[config.mk]
export PLATFORM = sky130hd
export DESIGN_NAME = alu_issue
export DESIGN_NICKNAME = d
export VERILOG_FILES = /design/src/rtl/alu_issue.sv
export SDC_FILE = /design/constraint.sdc
export NUM_CORES = 1
export LEC_CHECK = 0
export CORE_ASPECT_RATIO = 1.25
export CORE_UTILIZATION = 45
export CTS_CLUSTER_DIAMETER = 60
export DETAILED_ROUTE_END_ITERATION = 10
export GPL_ROUTABILITY_DRIVEN = 0
export PLACE_DENSITY = 0.74
export SLEW_MARGIN = 20
export SYNTH_ARGS = -nofsm -noshare
export SYNTH_HDL_FRONTEND = slang
export SYNTH_SLANG_ARGS = --single-unit
[constraint.sdc]
create_clock -name clk -period 5.76 [get_ports clk]
set_input_delay 1.152 -clock clk [delete_from_list [all_inputs] [get_ports clk]]
set_output_delay 1.152 -clock clk [all_outputs]
set_load 0.005 [all_outputs]
[src/rtl/alu_issue.sv]
// Issue buffer: decodes RV32 ALU ops into a 2-entry FIFO feeding the ALU stage.
// Optional saturating illegal-op counter when ALU_ISSUE_ILLEGAL_CNT_EN is defined.
module alu_issue (
  input  logic        clk,
  input  logic        rst,
  input  logic        in_valid,
  output logic        in_ready,
  input  logic [31:0] rs1_val,
  input  logic [31:0] rs2_val,
  input  logic [31:0] imm,
  input  logic        is_imm,
  input  logic [2:0]  funct3,
  input  logic        funct7b5,
  output logic        out_valid,
  input  logic        out_ready,
  output logic [31:0] alu_sayi1,
  output logic [31:0] alu_sayi2,
  output logic [2:0]  alu_select,
  output logic        err_illegal
`ifdef ALU_ISSUE_ILLEGAL_CNT_EN
  ,
  output logic [15:0] illegal_cnt
`endif
);

  typedef struct packed {
    logic [31:0] op1;
    logic [31:0] op2;
    logic [2:0]  sel;
  } entry_t;

  entry_t     mem [2];
  logic       wr_ptr;
  logic       rd_ptr;
  logic [1:0] count;
  logic       alive;

  logic       dec_legal;
  logic [2:0] dec_sel;
  logic       xfer;
  logic       push;
  logic       pop;

  always_comb begin
    dec_legal = 1'b1;
    dec_sel   = 3'b000;
    case (funct3)
      3'b000:  dec_sel = (!is_imm && funct7b5) ? 3'b001 : 3'b000;
      3'b111:  dec_sel = 3'b010;
      3'b100:  dec_sel = 3'b011;
      3'b011:  dec_sel = 3'b101;
      default: dec_legal = 1'b0;
    endcase
  end

  // alive holds in_ready low until the first edge after reset releases
  assign in_ready  = alive && (count != 2'd2);
  assign out_valid = (count != 2'd0);
  assign xfer      = in_valid && in_ready;
  assign push      = xfer && dec_legal;
  assign pop       = out_valid && out_ready;

  assign alu_sayi1  = out_valid ? mem[rd_ptr].op1 : 32'd0;
  assign alu_sayi2  = out_valid ? mem[rd_ptr].op2 : 32'd0;
  assign alu_select = out_valid ? mem[rd_ptr].sel : 3'd0;

  always_ff @(posedge clk or posedge rst) begin
    if (rst) begin
      alive       <= 1'b0;
      count       <= 2'd0;
      wr_ptr      <= 1'b0;
      rd_ptr      <= 1'b0;
      err_illegal <= 1'b0;
      for (int i = 0; i < 2; i++) mem[i] <= '0;
    end else begin
      alive       <= 1'b1;
      err_illegal <= xfer && !dec_legal;
      if (push) begin
        mem[wr_ptr] <= '{op1: rs1_val, op2: (is_imm ? imm : rs2_val), sel: dec_sel};
        wr_ptr      <= ~wr_ptr;
      end
      if (pop) rd_ptr <= ~rd_ptr;
      if (push && !pop)      count <= count + 2'd1;
      else if (pop && !push) count <= count - 2'd1;
    end
  end

`ifdef ALU_ISSUE_ILLEGAL_CNT_EN
  always_ff @(posedge clk or posedge rst) begin
    if (rst)
      illegal_cnt <= 16'd0;
    else if (err_illegal && illegal_cnt != 16'hFFFF)
      illegal_cnt <= illegal_cnt + 16'd1;
  end
`endif

endmodule

==> results by group, run 1 <==
Final layout
  • Most frequent cells in the layout: clkdlybuf4s50_1, dfrtp_1, mux2_2
  • Layout area overhead: 37.0%
  • Layout cells sized above 1: a little under a third
  • Number of diodes: 0
  • Final Cell Area: 0.00946 sq mm
  • Commonest non-fill, non-tap cell in the layout: clkdlybuf4s50_1
  • Filler cells: 1207
  • Nets: about 780

Clocking
  • Num CTS Buffers: 17
  • Clk slew on worst S/H paths: 0.05 ns
  • CTS H-tree depth: 4
  • Clock Path Buffers: 2
  • CTS Hold Buffers Added: 0
  • Post CTS Setup Buffer Count: 0
  • Post-CTS Resized: 0
  • Clock sink count: 140
  • Worst-Skew Late Latency: between 0.4 and 0.5 ns
  • CTS root buf: clkbuf_16
  • CTS tree: done

Die
  • IO Pins: ~180
  • Die area: 0.0159 sq mm
  • Num rows: 50
  • Initial Util: approximately 46%
  • Core Region: about 0.015 sq mm
  • Die X-Extent: 113 um
  • Die Ht: 141 um

Synth
  • Ys Warns: 0
  • Syn nets: 611
  • Mapped cell area: ~0.0069 sq mm
  • Synth Register Bits: 140
  • Seq/Total Area, Yosys: 50.7%
  • Unique masters post-synth: 26
  • Syn Inst Count: about 510
  • Syn Area/Cell: between 10 and 15 sq um

Outcome
  • Status: completed

Global routing
  • Largest net degree at the start of global routing: 101
  • Total track usage: about a fifth
  • Antenna violations before repair: 0
  • First-pass GRT wire length: between 20000 and 30000 um
  • Number of global-route vias before repair: around 5000
  • GRT overflow: 0

STA
  • Headroom to the max-slew limit: about two fifths
  • Final hold slack: 0.505 ns
  • Worst-margin pin slew: approximately 0.9 ns
  • Final setup margin: 2.26 ns
  • RSZ-0062 raised after global routing: false
  • Final setup viols: 0
  • Setup TNS Final: 0 ns
  • Max-slew violations: 0
  • Tcrit/Tclk final: between 60% and 70%
  • Skew final: ~0.007 ns
  • Final Hold Viols: 0
  • Post-layout min period: approximately 3.5 ns
  • Max Fclk: approximately 290 MHz

Critical path
  • Worst Setup Start Kind: register
  • Highest-delay cell along the critical path: dfrtp_4
  • Worst path cell trace: buf_16 -> mux2i_1 -> nor2_1 -> clkdlybuf4s50_1
  • Required @ worst endpoint: approximately 4.6 ns
  • Largest fanout on the critical path: 41
  • Crit end category: primary output
  • Arrival time worst endpoint: about 2.3 ns
  • Critical Setup Path Class: reg -> out
  • Crit-path max cell delay: approximately 0.77 ns

Detailed routing
  • # DRC: 0
  • Detailed-route via count: between 4000 and 5000
  • Routed vias/inst: approximately 5
  • DR pass1 iterations: 5
  • Met3 Routed Length: about 600 um
  • Met1 wire length: 6440 um
  • Post-route ant nets: 0
  • Routed WL: ~15000 um
  • Drt wl/cell: about 17 um
  • DR top layer: met4
  • 1st-iter DRT viols: ~190
  • Routed met2 length: around 7600 um

Placement
  • Setup WS pre-CTS: ~2.2 ns
  • Placed cell areas: a little under 0.009 sq mm
  • Post-DP HPWL: ~10000 um
  • Number of port buffers: about 170

Hold path
  • HP Class: reg -> reg

Power and ir drop
  • Pwr per Cell Area: ~560 mW/mm^2
  • Worst VDD drop: between 0.3 and 0.4 mV
  • Pleak: roughly 4.2 nW

Flow run
  • Max-capacitance violation count: 0
[synth_stat cells (all sizes together)]
library cell  number  area (sq um)
buf               25           170
a41oi              2          17.5
or2                1          6.26
ha                 1          12.5
mux2             164          2060
xnor2              4          42.6
nand2              3          11.3
nor2b              1          6.26
and3               1          6.26
o21ai              1          5.00
clkbuf            10          38.8
inv                3          11.3
a31oi              2          12.5
nand2b             1          6.26
xor2               2          17.5
nor2              72           270
and4               2          17.5
conb               1          3.75
and2               2          12.5
mux2i             67           671
dfrtp            140          3500
[report_power, final]
part           internal, mW  total [mW]  switching (mW)
Sequential             1.47        1.79           0.316
Combinational          1.54        2.36           0.822
Clock                 0.724        1.13           0.403
[cell type report]
type	instances	area [sq um]	share of cell area (%)
clock buffer	21	480	5.08
clock inverter	11	140	1.48
tap	182	228	2.41
sequential	140	3510	37.1
multi-input combinational	327	3200	33.8
inverter	3	16.3	0.172
timing repair buffer	182	1890	20.0
[worst paths after layout]
kind,start,endpoint,slack (ns),cells after the start
min reg2reg,mem[133]$_DFFE_PP0P_,mem[133]$_DFFE_PP0P_,0.50,1
min,mem[133]$_DFFE_PP0P_,mem[133]$_DFFE_PP0P_,0.50,1
min in group asynchronous,rst,mem[129]$_DFFE_PP0P_,1.29,2
max,rd_ptr$_DFFE_PP0P_,alu_select[1],2.26,4
max reg2reg,count[1]$_DFFE_PP0P_,count[1]$_DFFE_PP0P_,3.56,9
max in group asynchronous,rst,mem[2]$_DFFE_PP0P_,3.31,3
[worst max-delay path, delay by kind of cell (launching register included)]
kind,cells,cell delay (ns)
DFF,1,0.77
buffers and inverters,2,0.92
muxes,1,0.12
and+or+nand+nor,1,0.10
[registers in the layout (all words and copies together), names as in the netlist]
signal	count
err_illegal	1
rd_ptr	1
alive	1
wr_ptr	1
count	2
mem	134
[through the flow]
| stage | utilization, % | power, mW | instances |
|---|---|---|---|
| after CTS | 62.7 | 5.32 | 864 |
| after global routing | 63.0 | 5.60 | 866 |
| final | 63.0 | 5.27 | 866 |
| after global placement | 58.0 | 4.04 | 829 |
| after detailed placement | 58.6 | 4.17 | 832 |
| after floorplan | - | 3.02 | 505 |
[logic make-up (layout without fill, tap and decap cells)]
kind of cell / Yosys count / count (layout) / share of synthesized area (%)
xor gates and xnor gates: 6 / 6 / 0.870
adders and majority gates: 1 / 1 / 0.181
buffers and inverters: 38 / 217 / 3.19
muxes: 231 / 231 / 39.6
and+or+nand+nor: 83 / 83 / 4.87
DFF: 140 / 140 / 50.7
AOI/OAI and AO/OA: 5 / 5 / 0.507
other: 1 / 1 / 0.0543
[layer usage]
layer | global-route usage (%) | vias up
li1 | - | 2085
met1 | 24.8 | 2228
met2 | 34.4 | 113
met3 | 4.11 | 21
met4 | 9.05 | 0
met5 | 0 | -
Note: power is estimated with default switching activity, not from simulation.
==> inputs of run 2 (changes only) <==
--- a/config.mk
+++ b/config.mk
@@ -10,7 +10,7 @@
 export CTS_CLUSTER_DIAMETER = 60
 export DETAILED_ROUTE_END_ITERATION = 10
 export GPL_ROUTABILITY_DRIVEN = 0
-export PLACE_DENSITY = 0.74
+export PLACE_DENSITY = 0.77
 export SLEW_MARGIN = 20
 export SYNTH_ARGS = -nofsm -noshare
 export SYNTH_HDL_FRONTEND = slang
==> constraint.sdc (replaced) <==
create_clock -name clk -period 3 [get_ports clk]
set_input_delay 0.6 -clock clk [delete_from_list [all_inputs] [get_ports clk]]
set_output_delay 0.6 -clock clk [all_outputs]
set_load 0.005 [all_outputs]
==> results by group, run 2 (same netlist as run 1, synthesis figures left out) <==
Critical path
  • Worst Setup Start Kind: register
  • Largest fanout on the critical path: 14
  • Crit-path max cell delay: 0.62 ns
  • Arrival time worst endpoint: around 2.2 ns
  • Critical Setup Path Class: reg -> out
  • CP bufs+invs: 2
  • Worst R2R End: mem[69]$_DFFE_PP0P_
  • Worst path cell trace: buf_4 -> mux2i_1 -> nor2_1 -> clkdlybuf4s50_1
  • Crit end category: primary output
  • Highest-delay cell along the critical path: dfrtp_4
  • R2R cell count: 4
  • R2R setup slack: ~1.1 ns
  • RR Startpoint: count[0]$_DFFE_PP0P_
  • CP top delay family: buffers and inverters
  • Required @ worst endpoint: 2.40 ns

Global routing
  • Antenna violations before repair: 0
  • GRT overflow: 0
  • Total track usage: between 20% and 30%
  • Largest net degree at the start of global routing: 85
  • First-pass GRT wire length: approximately 25000 um
  • Number of global-route vias before repair: around 5100

Power and ir drop
  • P_sw: slightly below 3 mW
  • Logic pwr share: between 40% and 50%
  • Pwr per Cell Area: 1050 mW/mm^2
  • Switching Share: approximately 30%
  • Pleak: ~4.2 nW
  • Internal cell power: roughly 7.0 mW
  • Flop pwr share: 34.4%
  • Clk pwr share: about a fifth
  • Worst VDD drop: around 0.5 mV

Die
  • IO Pins: between 150 and 200
  • Initial Util: approximately 46%
  • Die area: between 0.015 and 0.02 sq mm
  • Die X-Extent: between 100 and 150 um
  • Core Region: approximately 0.015 sq mm
  • Die Ht: around 140 um
  • Num rows: 50

Placement
  • Number of port buffers: ~170
  • Post-DP HPWL: 10500 um
  • Placed insts: ~840
  • Setup WS pre-CTS: ~0.36 ns

STA
  • Final setup margin: ~0.24 ns
  • RSZ-0062 raised after global routing: false
  • Final setup viols: 0
  • Skew final: 0.00480 ns
  • Headroom to the max-slew limit: about half
  • Post-layout min period: roughly 2.8 ns
  • Setup TNS Final: 0 ns
  • Final Hold Viols: 0
  • Worst-margin pin slew: 0.765 ns
  • Max-slew violations: 0
  • Max Fclk: approximately 360 MHz
  • Tcrit/Tclk final: 92.0%
  • Final hold slack: roughly 0.46 ns

Final layout
  • Most frequent cells in the layout: clkdlybuf4s50_1, dfrtp_1, mux2_2
  • Number of diodes: 0
  • Register area: 0.00351 sq mm
  • Reg with most FFs: mem
  • Top Registers: mem: 134 flops, count: 2 flops
  • Layout area overhead: 36.3%
  • Multi-input logic area: between 0.003 and 0.004 sq mm
  • Commonest non-fill, non-tap cell in the layout: clkdlybuf4s50_1
  • Final instance count without filler cells: between 800 and 900
  • Max reg flops: 134
  • Nets: between 700 and 800
  • Layout cells sized above 1: 30.3%
  • Filler cells: 1132

Clocking
  • CTS H-tree depth: 4
  • Post-CTS Resized: 0
  • CTS root buf: clkbuf_16
  • Worst-Skew Late Latency: approximately 0.41 ns
  • CTS tree: done
  • Num CTS Buffers: 17
  • Clock Path Buffers: 2
  • Clk slew on worst S/H paths: 0.05 ns
  • Clock sink count: 140

Detailed routing
  • # DRC: 0
  • DR pass1 iterations: 4
  • Drt wl/cell: around 18 um
  • Routed vias/inst: approximately 5.2
  • 1st-iter DRT viols: about 120
  • Detailed-route via count: around 4500
  • Routed WL: approximately 15000 um
  • Post-route ant nets: 0

Outcome
  • Status: completed

Hold path
  • HP Class: in -> async

Flow run
  • Max-capacitance violation count: 0
-- run 2: changes by cell type in the layout (fill, tap and decap cells not counted) --
cell,previous run,this run
buf_12,1,8
buf_16,4,0
buf_2,0,1
buf_8,0,1
bufinv_16,3,1
clkbuf_1,0,5
clkdlybuf4s50_1,174,173
clkinv_2,5,1
clkinv_4,2,0
inv_6,1,0
-- run 2: cell type report --
class | count | share of cell area, %
sequential | 140 | 37.3
inverter | 3 | 0.159
tap | 182 | 2.42
multi-input combinational | 327 | 33.9
clock inverter | 2 | 0.372
timing repair buffer | 186 | 20.5
clock buffer | 26 | 5.30
-- run 2: power groups by stage --
stage                     sequential [mW]  clock (mW)  combinational, mW
after floorplan                      3.19           0               2.61
after global placement               3.39           0               4.45
after detailed placement             3.45           0               4.54
after CTS                            3.44        1.95               4.57
after global routing                 3.53        2.03               4.93
final                                3.40        1.91               4.57
-- run 2: worst max-delay path by stage --
stage	from	endpoint	slack (ns)	depth (start not counted)
4_1_cts	rd_ptr$_DFFE_PP0P_	alu_sayi1[25]	0.05	4
3_5_place_dp	funct3[1]	mem[69]$_DFFE_PP0P_	0.36	5
2_1_floorplan	rst	alive$_DFF_PP0_	0.65	1
6_report	rd_ptr$_DFFE_PP0P_	alu_sayi1[25]	0.24	4
3_3_place_gp	funct3[1]	mem[100]$_DFFE_PP0P_	0.41	5
5_1_grt	rd_ptr$_DFFE_PP0P_	alu_sayi1[25]	0.14	4
-- run 2: metal layers --
layer  GRT usage, %  vias up  wire length [um]
met5              0        -                 0
met4           10.5        0               509
met3           3.68       32               506
met2           36.8      114              8000
met1           24.1     2291              6430
li1               -     2084                 -
-- run 2: worst register-to-register path: stages, from the launching register on --
cell and delay, ns:
dfrtp_1 0.44, nand2b_1 0.27, and4_4 0.46, buf_12 0.28, mux2_2 0.37
-- run 2: repair_timing --
item / CTS / global route
buffers inserted: 0 / 1
setup endpoints to repair: 0 / 1
hold buffers: 0 / 0
-- run 2: per-stage QoR --
| stage | instance area, sq um | total power, mW | util, % |
|---|---|---|---|
| finish | 9410 | 9.88 | 62.7 |
| global route | 9410 | 10.5 | 62.7 |
| CTS | 9400 | 9.97 | 62.6 |
| floorplan | 6910 | 5.79 | - |
| detailed placement | 8860 | 8.00 | 59.0 |
| global placement | 8860 | 7.85 | 59.0 |
